[src/rtl/mem_arbiter_if.sv]
// Bus bundle between the two requesters (IF, D), the arbiter and the byte-lane RAM.
interface mem_arbiter_if #(
    parameter int ADDR_WIDTH       = 16,
    parameter int DATA_WIDTH_BYTES = 4
);
    localparam int DW = 8 * DATA_WIDTH_BYTES;

    logic                                  if_req;
    logic [ADDR_WIDTH-1:0]                 if_addr;
    logic                                  if_ack;
    logic [DW-1:0]                         if_rdata;

    logic                                  d_req;
    logic [ADDR_WIDTH-1:0]                 d_addr;
    logic [DATA_WIDTH_BYTES-1:0]           d_wenableL;
    logic [DW-1:0]                         d_wdata;
    logic                                  d_ack;
    logic [DW-1:0]                         d_rdata;

    logic [ADDR_WIDTH-1:0]                 ram_addr;
    logic [DATA_WIDTH_BYTES-1:0]           ram_wenableL;
    logic [DATA_WIDTH_BYTES-1:0][7:0]      ram_w;
    logic [DATA_WIDTH_BYTES-1:0][7:0]      ram_r;
    logic                                  ram_rstL;

    modport slave (
        input  if_req, if_addr, d_req, d_addr, d_wenableL, d_wdata, ram_r,
        output if_ack, if_rdata, d_ack, d_rdata, ram_addr, ram_wenableL, ram_w, ram_rstL
    );

    modport master (
        output if_req, if_addr, d_req, d_addr, d_wenableL, d_wdata, ram_r,
        input  if_ack, if_rdata, d_ack, d_rdata, ram_addr, ram_wenableL, ram_w, ram_rstL
    );
endinterface

[src/rtl/mem_arbiter.sv]
// Round-robin arbiter sharing one single-port byte-lane RAM between IF and D requesters.
// Defining MEM_ARB_STATS_EN adds saturating grant/conflict counters.
module mem_arbiter #(
    parameter int ADDR_WIDTH       = 16,
    parameter int DATA_WIDTH_BYTES = 4
) (
    input  logic          clk,
    input  logic          rstL,
    mem_arbiter_if.slave  bus
`ifdef MEM_ARB_STATS_EN
    ,
    output logic [15:0]   stat_if_grants,
    output logic [15:0]   stat_d_grants,
    output logic [15:0]   stat_conflicts
`endif
);
    localparam int DW = 8 * DATA_WIDTH_BYTES;

    typedef enum logic [1:0] {S_IDLE, S_ISSUE, S_WAIT, S_DONE} state_t;
    typedef enum logic {GRANT_IF, GRANT_D} grant_t;

    state_t                           state, state_n;
    grant_t                           grant, grant_n;
    grant_t                           last_grant, last_grant_n;
    logic [ADDR_WIDTH-1:0]            addr_q, addr_n;
    logic [DATA_WIDTH_BYTES-1:0]      wen_q, wen_n;
    logic [DATA_WIDTH_BYTES-1:0][7:0] w_q, w_n;
    logic                             if_ack_q, if_ack_n;
    logic                             d_ack_q, d_ack_n;
    logic [DW-1:0]                    if_rdata_q, if_rdata_n;
    logic [DW-1:0]                    d_rdata_q, d_rdata_n;
    logic                             ram_rst_q;

    always_ff @(posedge clk or negedge rstL) begin
        if (!rstL) begin
            state      <= S_IDLE;
            grant      <= GRANT_IF;
            last_grant <= GRANT_IF;
            addr_q     <= '0;
            wen_q      <= '1;
            w_q        <= '0;
            if_ack_q   <= 1'b0;
            d_ack_q    <= 1'b0;
            if_rdata_q <= '0;
            d_rdata_q  <= '0;
        end else begin
            state      <= state_n;
            grant      <= grant_n;
            last_grant <= last_grant_n;
            addr_q     <= addr_n;
            wen_q      <= wen_n;
            w_q        <= w_n;
            if_ack_q   <= if_ack_n;
            d_ack_q    <= d_ack_n;
            if_rdata_q <= if_rdata_n;
            d_rdata_q  <= d_rdata_n;
        end
    end

    always_comb begin
        state_n      = state;
        grant_n      = grant;
        last_grant_n = last_grant;
        addr_n       = addr_q;
        wen_n        = wen_q;
        w_n          = w_q;
        if_ack_n     = 1'b0;
        d_ack_n      = 1'b0;
        if_rdata_n   = if_rdata_q;
        d_rdata_n    = d_rdata_q;
        case (state)
            S_IDLE: begin
                if (bus.if_req || bus.d_req) begin
                    // On a tie the requester not served last wins.
                    if (bus.if_req && bus.d_req)
                        grant_n = (last_grant == GRANT_IF) ? GRANT_D : GRANT_IF;
                    else
                        grant_n = bus.d_req ? GRANT_D : GRANT_IF;
                    if (grant_n == GRANT_D) begin
                        addr_n = bus.d_addr;
                        wen_n  = bus.d_wenableL;
                        w_n    = bus.d_wdata;
                    end else begin
                        addr_n = bus.if_addr;
                        wen_n  = '1;
                    end
                    state_n = S_ISSUE;
                end
            end
            S_ISSUE: begin
                wen_n   = '1;
                state_n = S_WAIT;
            end
            S_WAIT: begin
                if (grant == GRANT_D) begin
                    d_ack_n   = 1'b1;
                    d_rdata_n = bus.ram_r;
                end else begin
                    if_ack_n   = 1'b1;
                    if_rdata_n = bus.ram_r;
                end
                last_grant_n = grant;
                state_n      = S_DONE;
            end
            S_DONE:  state_n = S_IDLE;
            default: state_n = S_IDLE;
        endcase
    end

    // RAM reset follows rstL low immediately but releases on the next clock edge.
    always_ff @(posedge clk or negedge rstL) begin
        if (!rstL) ram_rst_q <= 1'b0;
        else       ram_rst_q <= 1'b1;
    end

    assign bus.if_ack       = if_ack_q;
    assign bus.d_ack        = d_ack_q;
    assign bus.if_rdata     = if_rdata_q;
    assign bus.d_rdata      = d_rdata_q;
    assign bus.ram_addr     = addr_q;
    assign bus.ram_wenableL = wen_q;
    assign bus.ram_w        = w_q;
    assign bus.ram_rstL     = ram_rst_q;

`ifdef MEM_ARB_STATS_EN
    logic        conflict;
    logic [15:0] if_cnt, d_cnt, c_cnt;

    assign conflict = (state == S_IDLE) && bus.if_req && bus.d_req;

    always_ff @(posedge clk or negedge rstL) begin
        if (!rstL) begin
            if_cnt <= '0;
            d_cnt  <= '0;
            c_cnt  <= '0;
        end else begin
            if (if_ack_q && (if_cnt != '1)) if_cnt <= if_cnt + 16'd1;
            if (d_ack_q && (d_cnt != '1))   d_cnt  <= d_cnt + 16'd1;
            if (conflict && (c_cnt != '1))  c_cnt  <= c_cnt + 16'd1;
        end
    end

    assign stat_if_grants = if_cnt;
    assign stat_d_grants  = d_cnt;
    assign stat_conflicts = c_cnt;
`endif
endmodule

[src/flat_wrapper.sv]
// flat-port wrapper written by rule: the top's interface ports become plain ports
module mem_arbiter_flat 
#(
    parameter int ADDR_WIDTH       = 16,
    parameter int DATA_WIDTH_BYTES = 4
)
  (clk, rstL, bus_if_req, bus_if_addr, bus_d_req, bus_d_addr, bus_d_wenableL, bus_d_wdata, bus_ram_r, bus_if_ack, bus_if_rdata, bus_d_ack, bus_d_rdata, bus_ram_addr, bus_ram_wenableL, bus_ram_w, bus_ram_rstL);
  mem_arbiter_if #(.ADDR_WIDTH(ADDR_WIDTH), .DATA_WIDTH_BYTES(DATA_WIDTH_BYTES)) bus_i ();
  input  logic clk;
  input  logic rstL;
  input wire logic [$bits(bus_i.if_req)-1:0] bus_if_req;
  input wire logic [$bits(bus_i.if_addr)-1:0] bus_if_addr;
  input wire logic [$bits(bus_i.d_req)-1:0] bus_d_req;
  input wire logic [$bits(bus_i.d_addr)-1:0] bus_d_addr;
  input wire logic [$bits(bus_i.d_wenableL)-1:0] bus_d_wenableL;
  input wire logic [$bits(bus_i.d_wdata)-1:0] bus_d_wdata;
  input wire logic [$bits(bus_i.ram_r)-1:0] bus_ram_r;
  output wire logic [$bits(bus_i.if_ack)-1:0] bus_if_ack;
  output wire logic [$bits(bus_i.if_rdata)-1:0] bus_if_rdata;
  output wire logic [$bits(bus_i.d_ack)-1:0] bus_d_ack;
  output wire logic [$bits(bus_i.d_rdata)-1:0] bus_d_rdata;
  output wire logic [$bits(bus_i.ram_addr)-1:0] bus_ram_addr;
  output wire logic [$bits(bus_i.ram_wenableL)-1:0] bus_ram_wenableL;
  output wire logic [$bits(bus_i.ram_w)-1:0] bus_ram_w;
  output wire logic [$bits(bus_i.ram_rstL)-1:0] bus_ram_rstL;
  assign bus_i.if_req = bus_if_req;
  assign bus_i.if_addr = bus_if_addr;
  assign bus_i.d_req = bus_d_req;
  assign bus_i.d_addr = bus_d_addr;
  assign bus_i.d_wenableL = bus_d_wenableL;
  assign bus_i.d_wdata = bus_d_wdata;
  assign bus_i.ram_r = bus_ram_r;
  assign bus_if_ack = bus_i.if_ack;
  assign bus_if_rdata = bus_i.if_rdata;
  assign bus_d_ack = bus_i.d_ack;
  assign bus_d_rdata = bus_i.d_rdata;
  assign bus_ram_addr = bus_i.ram_addr;
  assign bus_ram_wenableL = bus_i.ram_wenableL;
  assign bus_ram_w = bus_i.ram_w;
  assign bus_ram_rstL = bus_i.ram_rstL;
  mem_arbiter #(.ADDR_WIDTH(ADDR_WIDTH), .DATA_WIDTH_BYTES(DATA_WIDTH_BYTES)) u_core (.clk(clk), .rstL(rstL), .bus(bus_i));
endmodule
[config.mk]
export PLATFORM = sky130hd
export DESIGN_NAME = mem_arbiter_flat
export DESIGN_NICKNAME = d
export VERILOG_FILES = /design/src/rtl/mem_arbiter_if.sv /design/src/rtl/mem_arbiter.sv /design/src/flat_wrapper.sv
export SDC_FILE = /design/constraint.sdc
export NUM_CORES = 1
export LEC_CHECK = 0
export BUFFER_PORTS_ARGS = -buffer_cell sky130_fd_sc_hd__buf_2
export CORE_UTILIZATION = 47
export DETAILED_ROUTE_END_ITERATION = 16
export MAX_ROUTING_LAYER = met4
export PLACE_DENSITY = 0.86
export REMOVE_ABC_BUFFERS = 1
export SLEW_MARGIN = 20
export SYNTH_ARGS = -nofsm -noshare
export SYNTH_HDL_FRONTEND = slang
export SYNTH_SLANG_ARGS = --single-unit
[constraint.sdc]
create_clock -name clk -period 2 [get_ports clk]
set_input_delay 0.2 -clock clk [delete_from_list [all_inputs] [get_ports clk]]
set_output_delay 0.2 -clock clk [all_outputs]
set_load 0.05 [all_outputs]
# Word-level counts from Yosys, hierarchy flattened
# Index checks and enable logic that the tools add are counted.
# op_classes
muxes,15
n_mul,0
n_lt_le_gt_ge,0
div,0
bitwise_logic,1
shift,0
n_eq_ne,4
add_sub_neg,0
reduce_logical,9
# ops
op,count
16-bit two-way mux,1
1-bit two-way mux,9
4-bit two-way mux,2
2-bit case mux with 4 select lines,1
4-bit case mux with 2 select lines,1
2-bit AND reduction,4
"2-bit == test, second input constant",2
3-bit AND reduction,1
"2-bit by 1-bit == test with 1-bit output, second input constant",1
2-bit logical NOT,1
2-bit two-way mux,1
"2-bit by 1-bit inequality test with 1-bit output, second input constant",1
2-bit nonzero test,1
1-bit logical AND,1
1-bit logical OR,1
1-bit NOT,1
# totals
romBits,0
in_bits,104
latchBits,0
mem_bits_rw,0
ff_bits,123
memories,0

# Logic depth before layout (Yosys ltp)
# logic_depth
word_depth,7
mapped_depth,7

# Least setup slack after synthesis
# OpenSTA, ideal clock, no wires.
# synth_path
path_type,register -> register
startpoint,register u_core.state[0]
endpoint,register u_core.addr_q[12] (netlist: u_core.bus.ram_addr[12])
t_arrival_ns,1.403
path_slack_ns,0.515
required_ns,1.918
setup_ns,0.082
stages_incl_launch_ff,8
cell_sequence,dfrtp_1 > inv_1 > ha_1 > buf_2 > o21a_1 > clkbuf_1 > nor2_1 > a31oi_1
# synth_via
elab_chain_len,2
# synth_lines
element,line,source
"start, declared",mem_arbiter.sv:22,"state_t state, state_n;"
"start signal, assigned",mem_arbiter.sv:47,state <= state_n;
2-bit logical NOT,mem_arbiter.sv:71,case (state)
2-bit AND reduction (no line),--,
"end signal, assigned",mem_arbiter.sv:50,addr_q <= addr_n;
"end, declared",mem_arbiter.sv:25,"logic [ADDR_WIDTH-1:0] addr_q, addr_n;"
# No other way between the ends.
# A chain may end at the register's enable or synchronous reset.

# Worst setup path in the final report
# layout_path
startpoint,register u_core.state[0]
endpoint,"register u_core.w_q, in the netlist u_core.bus.ram_w[16]"
# layout_via
elab_chain_len,2
# layout_lines
element,line,source
2-bit logical NOT,mem_arbiter.sv:71,
3-bit AND reduction (no line),--,
"end signal, assigned",mem_arbiter.sv:52,w_q <= w_n;
"end, declared",mem_arbiter.sv:27,"logic [DATA_WIDTH_BYTES-1:0][7:0] w_q, w_n;"
# No other way between the ends.

==> run metrics <==
Reg-to-Reg End=u_core.bus.ram_w[16]$_DFFE_PN0P_; Bufs on Longest Clock Path=2; Crit Path Max Fanout=22; max_slew headroom=0.662; most frequent cells in the layout=221 x buf_2, 119 x dfrtp_1, 101 x dlygate4sd3_1, 72 x mux2_2, 35 x nand2_1; Synth Register Bits=~120; Worst setup SP type=register; Setup crit end=u_core.bus.ram_w[16]$_DFFE_PN0P_; final wirelength=14,400 um; worst reg2reg path startpoint=u_core.state[0]$_DFFE_PN0P_; nets@finish=about 770; worst r2r path cells=5; adder-cell share of the synthesized area=0.00773; Worst Setup SP=u_core.state[0]$_DFFE_PN0P_; total I/O pin count=223; Hold WC Path Type=in2reg; status=complete, no violations; Avg Inst Size Synth=14.8 um2; # clock sinks=123; post_cts resized=0; vias in the first global route=between 4,000 and 5,000; yosys warns=0; critical path class=reg2reg; Slew @ Worst Pin=slightly above 0.5 ns; mean routed wirelength per cell=17.8 um; share of cells above drive strength 1=0.536; Post-Syn Area=4860 um2; gr ovfl total=0; Port Buf Inserts=222; dpl hpwl=7990 um; Simple-Gate Fraction of Synth Area=0.0453; DR iter-0 viols=183; synth top area cells=dfrtp_1 61%, mux2_2 17%, mux2_4 8.0%; filler instances=roughly 550; endpoint class of the critical path=register; vias post-DR=a little over 4,000; clk_skew=0.00924 ns; Total Routing Usage GR=0.288; Clock Tree Root=clkbuf_8; maxcap violations=0; Layout area overhead=59.7%; unrepaired setup endpoints after global routing=false; Setup-failing EPs final=0; initial antenna violation count=1; Cells after Synth=329; CP Cell Sequence=inv_1, ha_1, nand2_4, buf_12, mux2_4; Peak Freq=599 MHz; Clk Latency, worst-skew pair=around 0.50 ns; flop-to-flop setup slack=0.33 ns; CTS tree=built; CTS clk-pin slew, worst paths=0.05 ns; chip width=104 um; CTS HTree Levels=4; via-per-instance ratio=roughly 5.0; Seq/Total Area, Yosys=0.635; number of library cell types mapped by synthesis=21; Final Max Tran Viols=0; final hold violations=0; total CTS buffers=17; largest family of logic cells by synthesized area=multiplexers; Starting Density=0.490; top cell type's share of synthesized area=0.613; die height=104 um; final setup TNS=0 ns; slowest cell on the critical path=dfrtp_1; core area=9910 um2; global-route wire length before repair=23,100 um; Compound-Gate Fraction of Synth Area=0.0386; largest net degree at the start of global routing=74; Arr. time, crit path=2.05 ns; multiplexer share of the synthesized area=0.247; CP max stage delay=around 0.38 ns; post-route ant nets=0; GPL Wtd Cong=between 0.7 and 0.8; DRC violations left=0; xor and xnor fraction of the mapped netlist area=0; Core Rows=36; Worst Path Required=between 2 and 2.5 ns; Pre-antenna DRT Iters=4; fin crit period=1.67 ns; area leader, netlist=dfrtp_1; fin crit share=0.835; commonest non-fill, non-tap cell in the layout=buf_2; die area=10,700 um2
==> cells in the mapped netlist <==
cell type / count
a31oi_1: 17
a21bo_2: 1
or3_1: 1
o21ai_0: 2
clkbuf_1: 2
ha_1: 3
nand2_1: 35
inv_1: 6
buf_6: 4
mux2_2: 72
buf_2: 10
dfstp_2: 4
o21a_1: 1
conb_1: 1
nor2_1: 19
dfrtp_1: 119
a21boi_4: 1
a21oi_1: 1
o32a_1: 3
nand2_4: 1
mux2_4: 26
==> through the flow <==
stage	hold WS [ns]	setup slack, ns	util	area, um2	std cells
floorplan	-0.0956	0.129	-	4760	313
global placement	0.194	0.410	0.621	6150	677
detailed placement	0.200	0.353	0.621	6150	677
CTS	0.0315	0.343	0.783	7750	810
global route	0.0882	0.176	0.783	7760	811
finish	0.0633	0.329	0.783	7760	811
==> critical path, delay by kind of cell (launching register included) <==
family / cells / cell delay (ns)
muxes: 1 / 0.31
adders and majority gates: 1 / 0.33
DFF: 1 / 0.38
and+or+nand+nor: 1 / 0.20
buffers and inverters: 2 / 0.33
==> what timing repair did <==
item | 4_1_cts | 5_1_grt
setup endpoints to repair | 0 | 0
hold buffers | 101 | 0
endpoints found under the hold margin | 150 | 0
buffers inserted | 0 | 0
==> layer usage <==
layer | share of wire | vias up | wire (um) | global-route usage
met1 | 0.39 | 1987 | 5670 | 0.324
met4 | 0.032 | 0 | 462 | 0.138
met2 | 0.51 | 218 | 7320 | 0.483
li1 | - | 1808 | - | -
met3 | 0.069 | 43 | 995 | 0.0724
met5 | 0 | - | 0 | -
==> layout make-up <==
cell class | count | area [um2] | area share
clock buffers | 25 | 474 | 0.0611
inverters | 6 | 22.5 | 0.00290
diodes | 1 | 2.50 | 0.000323
repair buffers | 332 | 2240 | 0.289
multi-input cells | 184 | 1650 | 0.213
flip-flops and latches | 123 | 3080 | 0.397
clock inverters | 7 | 116 | 0.0150
well taps | 133 | 166 | 0.0215
==> state kept, by name, indices dropped and copies added (netlist names) <==
register / flops
u_core.bus.d_rdata: 32
u_core.bus.if_ack: 1
u_core.bus.ram_rstL: 1
u_core.bus.ram_w: 32
u_core.bus.ram_wenableL: 4
u_core.bus.if_rdata: 32
u_core.bus.ram_addr: 16
u_core.grant: 1
u_core.state: 2
u_core.bus.d_ack: 1
u_core.last_grant: 1
==> kinds of logic (layout without fill, tap and decap cells) <==
family | after synthesis | count (layout)
compound gates | 26 | 26
fa+ha+maj | 3 | 3
buf+inv | 22 | 370
flops | 123 | 123
mux | 98 | 98
other cells | 1 | 2
simple gates | 56 | 56
==> how the worst min path moves through the flow <==
| stage | start | end | slack (ns) | depth (start not counted) |
|---|---|---|---|---|
| after floorplan | rstL | u_core.bus.d_ack$_DFF_PN0_ | -0.1 | 0 |
| after global placement | rstL | u_core.bus.ram_w[0]$_DFFE_PN0P_ | 0.19 | 1 |
| after detailed placement | rstL | u_core.bus.ram_w[0]$_DFFE_PN0P_ | 0.20 | 1 |
| after CTS | bus_d_req | u_core.grant$_DFFE_PN0P_ | 0.03 | 3 |
| after global routing | bus_d_req | u_core.grant$_DFFE_PN0P_ | 0.09 | 3 |
| final | bus_d_req | u_core.grant$_DFFE_PN0P_ | 0.06 | 3 |
Power is left out: the tool's default activity adds up to more than one toggle a clock period on the data nets, which glitch-free logic cannot reach.
